### src/rtl/sensor_portao_pkg.sv
// Shared definitions for the gate-sensor front end:
// FSM state encoding and count-direction constants.
package sensor_portao_pkg;

  localparam logic [2:0] ST_OCIOSO = 3'd0;
  localparam logic [2:0] ST_ENT_A  = 3'd1;
  localparam logic [2:0] ST_ENT_AB = 3'd2;
  localparam logic [2:0] ST_ENT_B  = 3'd3;
  localparam logic [2:0] ST_SAI_B  = 3'd4;
  localparam logic [2:0] ST_SAI_BA = 3'd5;
  localparam logic [2:0] ST_SAI_A  = 3'd6;
  localparam logic [2:0] ST_ERRO   = 3'd7;

  typedef enum logic [2:0] {
    OCIOSO = ST_OCIOSO,
    ENT_A  = ST_ENT_A,
    ENT_AB = ST_ENT_AB,
    ENT_B  = ST_ENT_B,
    SAI_B  = ST_SAI_B,
    SAI_BA = ST_SAI_BA,
    SAI_A  = ST_SAI_A,
    ERRO   = ST_ERRO
  } estado_t;

  localparam logic DIR_ENTRA = 1'b0;
  localparam logic DIR_SAI   = 1'b1;

endpackage

### src/rtl/debounce_sinal.sv
// Two-flop synchronizer followed by a counting debouncer;
// the output follows the input after DEBOUNCE_CYCLES stable samples.
module debounce_sinal
  import sensor_portao_pkg::*;
#(
  parameter int DEBOUNCE_CYCLES = 4
) (
  input  logic clk,
  input  logic reset,
  input  logic din,
  output logic dout
);

  localparam int CW = $clog2(DEBOUNCE_CYCLES + 1);
  localparam logic [CW-1:0] CMAX = CW'(DEBOUNCE_CYCLES - 1);

  logic          s1;
  logic          s2;
  logic [CW-1:0] cnt;

  always_ff @(posedge clk) begin
    if (reset) begin
      s1   <= 1'b0;
      s2   <= 1'b0;
      dout <= 1'b0;
      cnt  <= '0;
    end else begin
      s1 <= din;
      s2 <= s1;
      if (s2 == dout) begin
        cnt <= '0;
      end else if (cnt == CMAX) begin
        dout <= s2;
        cnt  <= '0;
      end else begin
        cnt <= cnt + 1'b1;
      end
    end
  end

endmodule

### src/rtl/sensor_portao.sv
// Gate passage tracker: debounces both beams and emits one
// count strobe per completed entry or exit.
module sensor_portao
  import sensor_portao_pkg::*;
#(
  parameter int DEBOUNCE_CYCLES = 4,
  parameter int TIMEOUT_CYCLES  = 1000
) (
  input  logic clk,
  input  logic reset,
  input  logic sensor_a,
  input  logic sensor_b,
  output logic somar,
  output logic decrem,
  output logic erro,
  output logic ocupado
);

  localparam int TW = $clog2(TIMEOUT_CYCLES + 1);
  localparam logic [TW-1:0] TMAX = TW'(TIMEOUT_CYCLES);

  logic          da;
  logic          db;
  estado_t       st;
  estado_t       st_nx;
  logic [TW-1:0] idade;
  logic          somar_nx;
  logic          dir_nx;
  logic          esgotado;

  debounce_sinal #(
    .DEBOUNCE_CYCLES(DEBOUNCE_CYCLES)
  ) u_deb_a (
    .clk  (clk),
    .reset(reset),
    .din  (sensor_a),
    .dout (da)
  );

  debounce_sinal #(
    .DEBOUNCE_CYCLES(DEBOUNCE_CYCLES)
  ) u_deb_b (
    .clk  (clk),
    .reset(reset),
    .din  (sensor_b),
    .dout (db)
  );

  assign esgotado = (idade == TMAX) &&
                    (st != OCIOSO) && (st != ERRO);

  always_comb begin
    st_nx    = st;
    somar_nx = 1'b0;
    dir_nx   = DIR_ENTRA;
    unique case (st)
      OCIOSO:
        unique case ({da, db})
          2'b10:   st_nx = ENT_A;
          2'b01:   st_nx = SAI_B;
          2'b11:   st_nx = ERRO;
          default: st_nx = OCIOSO;
        endcase
      ENT_A:
        unique case ({da, db})
          2'b11:   st_nx = ENT_AB;
          2'b00:   st_nx = OCIOSO;
          2'b01:   st_nx = ERRO;
          default: st_nx = ENT_A;
        endcase
      ENT_AB:
        unique case ({da, db})
          2'b01:   st_nx = ENT_B;
          2'b10:   st_nx = ENT_A;
          2'b00:   st_nx = ERRO;
          default: st_nx = ENT_AB;
        endcase
      ENT_B:
        unique case ({da, db})
          2'b00: begin
            st_nx    = OCIOSO;
            somar_nx = 1'b1;
            dir_nx   = DIR_ENTRA;
          end
          2'b11:   st_nx = ENT_AB;
          2'b10:   st_nx = ERRO;
          default: st_nx = ENT_B;
        endcase
      SAI_B:
        unique case ({da, db})
          2'b11:   st_nx = SAI_BA;
          2'b00:   st_nx = OCIOSO;
          2'b10:   st_nx = ERRO;
          default: st_nx = SAI_B;
        endcase
      SAI_BA:
        unique case ({da, db})
          2'b10:   st_nx = SAI_A;
          2'b01:   st_nx = SAI_B;
          2'b00:   st_nx = ERRO;
          default: st_nx = SAI_BA;
        endcase
      SAI_A:
        unique case ({da, db})
          2'b00: begin
            st_nx    = OCIOSO;
            somar_nx = 1'b1;
            dir_nx   = DIR_SAI;
          end
          2'b11:   st_nx = SAI_BA;
          2'b01:   st_nx = ERRO;
          default: st_nx = SAI_A;
        endcase
      ERRO:
        if (!da && !db) st_nx = OCIOSO;
      default: st_nx = ERRO;
    endcase
    // a stuck passage is abandoned with no count
    if (esgotado) begin
      st_nx    = ERRO;
      somar_nx = 1'b0;
      dir_nx   = DIR_ENTRA;
    end
  end

  always_ff @(posedge clk) begin
    if (reset) begin
      st      <= OCIOSO;
      idade   <= '0;
      somar   <= 1'b0;
      decrem  <= 1'b0;
      erro    <= 1'b0;
      ocupado <= 1'b0;
    end else begin
      st <= st_nx;
      if (st_nx != st) begin
        idade <= '0;
      end else if (idade != TMAX) begin
        idade <= idade + 1'b1;
      end
      somar   <= somar_nx;
      decrem  <= somar_nx & dir_nx;
      erro    <= (st_nx == ERRO);
      ocupado <= (st_nx != OCIOSO);
    end
  end

endmodule

### config.mk
export PLATFORM = sky130hd
export DESIGN_NAME = sensor_portao
export DESIGN_NICKNAME = d
export VERILOG_FILES = /design/src/rtl/sensor_portao_pkg.sv /design/src/rtl/debounce_sinal.sv /design/src/rtl/sensor_portao.sv
export SDC_FILE = /design/constraint.sdc
export NUM_CORES = 1
export LEC_CHECK = 0
export BUFFER_PORTS_ARGS = -buffer_cell sky130_fd_sc_hd__buf_4
export CAP_MARGIN = 20
export CORE_MARGIN = 2
export CORE_UTILIZATION = 45
export DETAILED_ROUTE_END_ITERATION = 10
export GPL_TIMING_DRIVEN = 0
export PLACE_DENSITY = 0.63
export RECOVER_POWER = 25
export SLEW_MARGIN = 30
export SYNTH_ARGS = -nofsm -noshare
export SYNTH_HDL_FRONTEND = slang
export SYNTH_SLANG_ARGS = --single-unit
### constraint.sdc
create_clock -name clk -period 3.9 [get_ports clk]
set_input_delay 0.78 -clock clk [delete_from_list [all_inputs] [get_ports clk]]
set_output_delay 0.78 -clock clk [all_outputs]
set_load 0.1 [all_outputs]
==> results of run 1 <==
-- sequential cells by signal (all words and copies together) (netlist names) --
register      flops
erro              1
decrem            1
u_deb_b.s1        1
u_deb_a.cnt       3
somar             1
u_deb_a.s2        1
idade            10
u_deb_a.dout      1
u_deb_a.s1        1
u_deb_b.cnt       3
st                3
u_deb_b.dout      1
ocupado           1
u_deb_b.s2        1
-- worst paths after layout --
path              depth (start not counted)                 startpoint                         to  slack (ps)
setup / recovery                          8  u_deb_a.dout$_SDFFE_PP0P_      idade[3]$_SDFFE_PP0P_        1610
hold / removal                            1  u_deb_a.cnt[0]$_SDFF_PP0_  u_deb_a.cnt[0]$_SDFF_PP0_         430
setup reg to reg                          8  u_deb_a.dout$_SDFFE_PP0P_      idade[3]$_SDFFE_PP0P_        1610
hold reg to reg                           1  u_deb_a.cnt[0]$_SDFF_PP0_  u_deb_a.cnt[0]$_SDFF_PP0_         430
-- logic make-up after synthesis --
kind of cell	after synthesis	synth area share [%]
AOI/OAI and AO/OA	32	14.3
adders and majority gates	14	10.9
muxes	5	3.13
DFF	29	36.3
buffers and inverters	17	4.22
and+or+nand+nor	70	26.2
xor gates and xnor gates	9	4.93
-- layout make-up --
type | count | area (um^2) | share of cell area [%]
multi-input combinational | 130 | 952 | 54.0
sequential | 29 | 581 | 33.0
tap | 46 | 57.6 | 3.27
clock buffer | 7 | 55.1 | 3.12
timing repair buffer | 7 | 48.8 | 2.77
inverter | 12 | 45.0 | 2.56
buffer | 5 | 22.5 | 1.28
-- routing by layer --
metal / vias up / wire [um]
met4: 0 / 62
li1: 640 / -
met2: 33 / 1360
met1: 603 / 1340
met5: - / 0
met3: 8 / 141
-- cells in the final DEF (no fill, tap or decap), types with 2 or more instances in the layout --
master	netlist	routed
a21oi_1	7	7
a221o_1	2	2
a22oi_1	2	2
and3_1	4	4
buf_2	3	3
buf_4	0	6
clkbuf_1	2	4
clkbuf_4	0	5
dfxtp_1	29	29
ha_1	14	14
inv_1	12	12
mux2i_1	5	5
nand2_1	5	5
nand2b_1	5	5
nand3_1	5	5
nand4_1	2	2
nand4b_4	2	2
nor2_1	21	21
nor2b_1	8	8
nor3_1	3	3
nor3_2	2	2
nor4_1	2	2
o21ai_0	6	6
o31ai_1	2	2
or3_1	6	6
xnor2_1	4	4
xor2_1	5	5
-- power by group through the flow --
stage                     clock (uW)  combinational, uW  sequential (uW)
after floorplan                    0                312              412
after global placement             0                440              366
after detailed placement           0                448              366
after CTS                        190                450              358
after global routing             208                490              365
final                            181                454              360
-- worst max-delay path, cell delays in order (launching register included) --
cell and delay [ps]:
dfxtp_1 460, inv_1 150, ha_1 310, a21bo_2 240, o221ai_1 270, a22oi_1 160, o221ai_2 250, nand4b_4 230
nor2_1 150
-- stage by stage --
step	power [uW]	area (um^2)	instances	hold slack (ps)	util [%]
floorplan	724	1600	176	399	-
global placement	806	1710	229	406	50.9
detailed placement	814	1710	229	419	50.9
CTS	998	1770	236	431	52.5
global route	1060	1760	236	451	52.4
finish	996	1760	236	431	52.4
==> results.md, run 1 <==
- Combinational power share: 45.6%
- Max_slew headroom: 61.4%
- Largest cells by area after synthesis: dfxtp_1 (36%), ha_1 (11%), nor2_1 (4.9%), mux2i_1 (3.1%), nor2b_1 (3.1%)
- Hold Buf Count CTS: 0
- Clock sinks: 29
- Flop pwr share: 36.2%
- CTS root buffer: clkbuf_4
- Vias: 1,284
- Final wirelength: 2910 um
- # resized after CTS: 0
- Clock power frac: 18.2%
- Static Leak: 0.000691 uW
- N_diodes: 0
- Sequential share of the synthesized area: 36.3%
- Tcrit/Tclk final: 58.8%
- Max Clk Rate: 0.436 GHz
- Setup bufs post-CTS: 0
- Vias per cell: 5.44
- First-pass GRT wire length: 5180 um
- Core area: 0.00336 mm^2
- Hold Vio Cnt, Final: 0
- Die Span Y: 63.6 um
- Total of max-cap violations: 0
- Final Max Slew Viols: 0
- Worst-margin pin slew: 576 ps
- Port-buffer cells: 7
- Synth async-reset ratio: 0%
- Critical path class: reg -> reg
- #FFs+latches synth: 29
- Power Density: 565 mW/mm^2
- Mapped Cells: 176
- Grt ovf: 0
- DR WL/cell: 12.3 um
- Die ar.: 0.00405 mm^2
- Sw Pwr: 409 uW
- Fillers: 347
- Layout cells sized above 1: 13.7%
- Die X: 63.6 um
- Global Route Usage Sum: 16.3%
- Reg clk slew, reported paths: 80 ps
- Status: finished clean
- Int Pwr: 587 uW
- Post-synth top cells: dfxtp_1 (29), nor2_1 (21), ha_1 (14)
- Worst slack, placed: 1610 ps
- Post-Syn Nets: 194
- CTS tree: built
- Nature of the critical path endpoint: flip-flop
- Top-count cell post-synth: dfxtp_1
- Endpoints failing setup: 0
- Final min period: 2290 ps
- Row Count: 21
- Post-synth EDFFs: 0
- Sw Share: 41.1%
- Initial antenna violation count: 0
- TritonRoute pass-1 iters: 5
- Synth area leader: dfxtp_1
- CTS H-tree lvls: 2
- Max FO, Critical Path: 10
- Fin Clk Skew: 18.0 ps
- Layout Nets: 208
- Number of remaining DRC errors: 0
- Vias in the first global route: 1,253
- Hold Crit Class: reg -> reg
- M1 GR Usage: 19.5%
- Post-DRT Antenna Nets: 0
- Synth unique cells: 43
- Synth Flop Type: dfxtp_1
- Area Growth Syn to Fin: 10.1%
- CTS Buffer Depth: 2
- First DRT Iteration DRCs: 74
- Met3 Usage GRT: 5.54%
- Worst endpoint data arrival time: 2540 ps
- RePlAce Congestion: 0.943
- Inserted Clock Buffers: 5
- Setup TNS: 0 ps
- Clk_lat worst skew: 330 ps
- Post-DP HPWL: 2250 um
- Worst vdd ir: 0.000268 V
- Netlist Area Pre-Place: 0.00160 mm^2
- Met2 usage: 26.2%
- WP data required: 4150 ps
- CP Launch Type: flip-flop
- Largest net degree at the start of global routing: 11
- Gr busiest metal: met2
- IO Pins: 8
- PnR worst setup slack: 1610 ps
- Top-area cell type share of the netlist area: 36.3%
- Starting Density: 47.6%
- Unrepaired setup endpoints after global routing: no
- Ys Warns: 0
- Syn Area/Cell: 9.09 um^2
No activity file was read; power rests on OpenSTA's default activity.
==> inputs of run 2 (changes only) <==
Settings changed: ABC_AREA set to 1.
Clock period 3.9 ns to 2.3 ns, I/O delays scaled along.
==> results.md, run 2 <==
- Max FO, Critical Path: 10 (unchanged)
- Vias in the first global route: 1,210 (was 1,253)
- Ys Warns: 0 (unchanged)
- Top reg by flops: idade (unchanged)
- Starting Density: 47.3% (was 47.6%)
- Hold Vio Cnt, Final: 0 (unchanged)
- Reg clk slew, reported paths: 90 ps (was 80 ps)
- DR WL/cell: 9.89 um (was 12.3 um)
- End-of-flow core utilization: 51.9% (was 52.4%)
- CTS tree: built (unchanged)
- Die Span Y: 63.5 um (was 63.6 um)
- First-pass GRT wire length: 4980 um (was 5180 um)
- CTS root buffer: clkbuf_4 (unchanged)
- Grt ovf: 0 (unchanged)
- Port-buffer cells: 6 (was 7)
- Critical path class: reg -> reg (unchanged)
- Metal3 WL: 120 um (was 141 um)
- Max reg flops: 10 (unchanged)
- Initial antenna violation count: 0 (unchanged)
- Synth area leader: dfxtp_1 (unchanged)
- WP data required: 2570 ps (was 4150 ps)
- Clk_lat worst skew: 330 ps (about the same)
- IO Pins: 8 (unchanged)
- Worst hold slack: 323 ps (was 431 ps)
- Fillers: 358 (was 347)
- Area Growth Syn to Fin: 9.75% (was 10.1%)
- Largest net degree at the start of global routing: 11 (unchanged)
- Commonest cells after routing, fill and taps aside: nor2_1 (40), inv_1 (39), nand2_1 (37) (was dfxtp_1 (29), nor2_1 (21), ha_1 (14))
- Final min period: 2010 ps (was 2290 ps)
- #FFs+latches synth: 29 (unchanged)
- Metal2 WL: 1230 um (was 1360 um)
- Global Route Usage Sum: 16.2% (was 16.3%)
- RePlAce Congestion: 0.883 (was 0.943)
- Post-DRT Antenna Nets: 0 (unchanged)
- Setup bufs post-CTS: 0 (unchanged)
- Crit path cell chain: inv_1, ha_1, nand2_1, o21ai_0, nand2_1, nand2_1, nor2_1, nand3_2, nand3_1, nand2_1, nor2_2, nand2_2, nor2_1 (was inv_1, ha_1, a21bo_2, o221ai_1, a22oi_1, o221ai_2, nand4b_4, nor2_1)
- Worst-margin pin slew: 433 ps (was 576 ps)
- Inserted Clock Buffers: 5 (unchanged)
- CP Launch Type: flip-flop (unchanged)
- Netlist Area Pre-Place: 0.00159 mm^2 (was 0.00160 mm^2)
- Synth Flop Type: dfxtp_1 (unchanged)
- Row Count: 21 (unchanged)
- Buffers & Inverters on Critical Path: 1 (unchanged)
- Post-synth EDFFs: 0 (unchanged)
- Delay-heaviest family, CP: simple AND/OR/NAND/NOR gates (was compound AO/OA/AOI/OAI gates)
- TritonRoute pass-1 iters: 4 (was 5)
- Hold Crit Class: in -> reg (was reg -> reg)
- Worst endpoint data arrival time: 2280 ps (was 2540 ps)
- Post-DP HPWL: 2020 um (was 2250 um)
- Setup TNS: 0 ps (unchanged)
- Top sig layer: met4 (unchanged)
- Slowest stage delay, CP: 460 ps (about the same)
- Hold Buf Count CTS: 0 (unchanged)
- Synth unique cells: 23 (was 43)
- Core area: 0.00336 mm^2 (unchanged)
- Max Clk Rate: 0.497 GHz (was 0.436 GHz)
- Tcrit/Tclk final: 87.6% (was 58.8%)
- Nature of the critical path endpoint: flip-flop (unchanged)
- Layout cells sized above 1: 11.3% (was 13.7%)
- Final wirelength: 2820 um (was 2910 um)
- Fin Clk Skew: 4.25 ps (was 18.0 ps)
- # resized after CTS: 0 (unchanged)
- Worst vdd ir: 0.000360 V (was 0.000268 V)
- Commonest non-fill, non-tap cell in the layout: nor2_1 (was dfxtp_1)
- Top-area cell type share of the netlist area: 36.5% (was 36.3%)
- First DRT Iteration DRCs: 66 (was 74)
- Final Max Slew Viols: 0 (unchanged)
- CTS H-tree lvls: 2 (unchanged)
- Die X: 63.5 um (was 63.6 um)
- CP max stage cell: dfxtp_1 (unchanged)
- CTS Buffer Depth: 2 (unchanged)
- Clock sinks: 29 (unchanged)
- WL met1: 1410 um (was 1340 um)
- Sequential share of the synthesized area: 36.5% (was 36.3%)
- Top-count cell post-synth: nor2_1 (was dfxtp_1)
- Unrepaired setup endpoints after global routing: no (unchanged)
- Syn Area/Cell: 7.07 um^2 (was 9.09 um^2)
- Endpoints failing setup: 0 (unchanged)
- Status: finished clean (unchanged)
- Post-synth top cells: nor2_1 (40), inv_1 (39), nand2_1 (37) (was dfxtp_1 (29), nor2_1 (21), ha_1 (14))
- Register area: 582 um^2 (was 581 um^2)
- Multi-input gate area: 833 um^2 (was 952 um^2)
- Total of max-cap violations: 0 (unchanged)
- Power Density: 588 mW/mm^2 (was 565 mW/mm^2)
- Layout Nets: 256 (was 208)
- Number of remaining DRC errors: 0 (unchanged)
- Die ar.: 0.00403 mm^2 (was 0.00405 mm^2)
- Synth async-reset ratio: 0% (unchanged)
- Top cell by count, worst path: nand2_1
- Mapped Cells: 225 (was 176)
- Vias: 1,303 (was 1,284)
- Static Leak: 0.000808 uW (was 0.000691 uW)
- N_diodes: 0 (unchanged)
- Post-Syn Nets: 243 (was 194)
- Vias per cell: 4.57 (was 5.44)
- Largest cells by area after synthesis: dfxtp_1 (36%), ha_1 (11%), nor2_1 (9.4%), inv_1 (9.2%), nand2_1 (8.7%) (was dfxtp_1 (36%), ha_1 (11%), nor2_1 (4.9%), mux2i_1 (3.1%), nor2b_1 (3.1%))
- Max_slew headroom: 70.9% (was 61.4%)
## run 2: kinds of logic after synthesis
| group | share of synthesized area, % |
|---|---|
| compound gates | 5.74 |
| simple gates | 31.2 |
| flops | 36.5 |
| xor+xnor | 4.40 |
| fa+ha+maj | 11.0 |
| buf+inv | 11.2 |
## run 2: final cells by class
| type | count | share of cell area [%] |
|---|---|---|
| clock inverters | 2 | 0.573 |
| multi-input cells | 151 | 47.7 |
| inverters | 43 | 9.53 |
| flip-flops and latches | 29 | 33.3 |
| clock buffers | 6 | 2.36 |
| repair buffers | 6 | 2.58 |
| well taps | 46 | 3.30 |
| plain buffers | 2 | 0.645 |
## run 2: worst reg2reg max path: stages (launching register included)
cell	delay (ps)
dfxtp_1	460
inv_1	160
ha_1	340
nand2_1	60
o21ai_0	70
nand2_1	60
nand2_1	60
nor2_1	120
nand3_2	100
nand3_1	80
nand2_1	60
nor2_2	100
nand2_2	150
nor2_1	120
## run 2: where the power goes
| group | switching, uW | total (uW) | internal (uW) |
|---|---|---|---|
| Combinational | 122 | 184 | 61.9 |
| Sequential | 22.5 | 551 | 528 |
| Clock | 177 | 293 | 116 |
## run 2: per-layer routing
metal,global-route usage [%],vias up
li1,-,722
met1,19.2,544
met2,25.1,32
met3,5.71,5
met4,9.78,0
met5,0,-
## run 2: final timing paths
check	startpoint	end	slack, ps	depth (start not counted)
max	u_deb_b.dout$_SDFFE_PP0P_	idade[2]$_SDFFE_PP0P_	290	13
min	sensor_b	u_deb_b.s1$_SDFF_PP0_	320	3
max reg2reg	u_deb_b.dout$_SDFFE_PP0P_	idade[2]$_SDFFE_PP0P_	290	13
min reg2reg	u_deb_a.s1$_SDFF_PP0_	u_deb_a.s2$_SDFF_PP0_	410	2
## run 2: metrics by stage
| step | worst slack [ps] | instance area, um^2 | total power [uW] | instances |
|---|---|---|---|---|
| 6_report | 286 | 1750 | 1030 | 285 |
| 5_1_grt | 34.6 | 1750 | 1100 | 285 |
| 4_1_cts | 234 | 1750 | 1050 | 285 |
| 3_5_place_dp | 267 | 1690 | 746 | 277 |
| 3_3_place_gp | 285 | 1690 | 745 | 277 |
| 2_1_floorplan | 588 | 1590 | 707 | 225 |
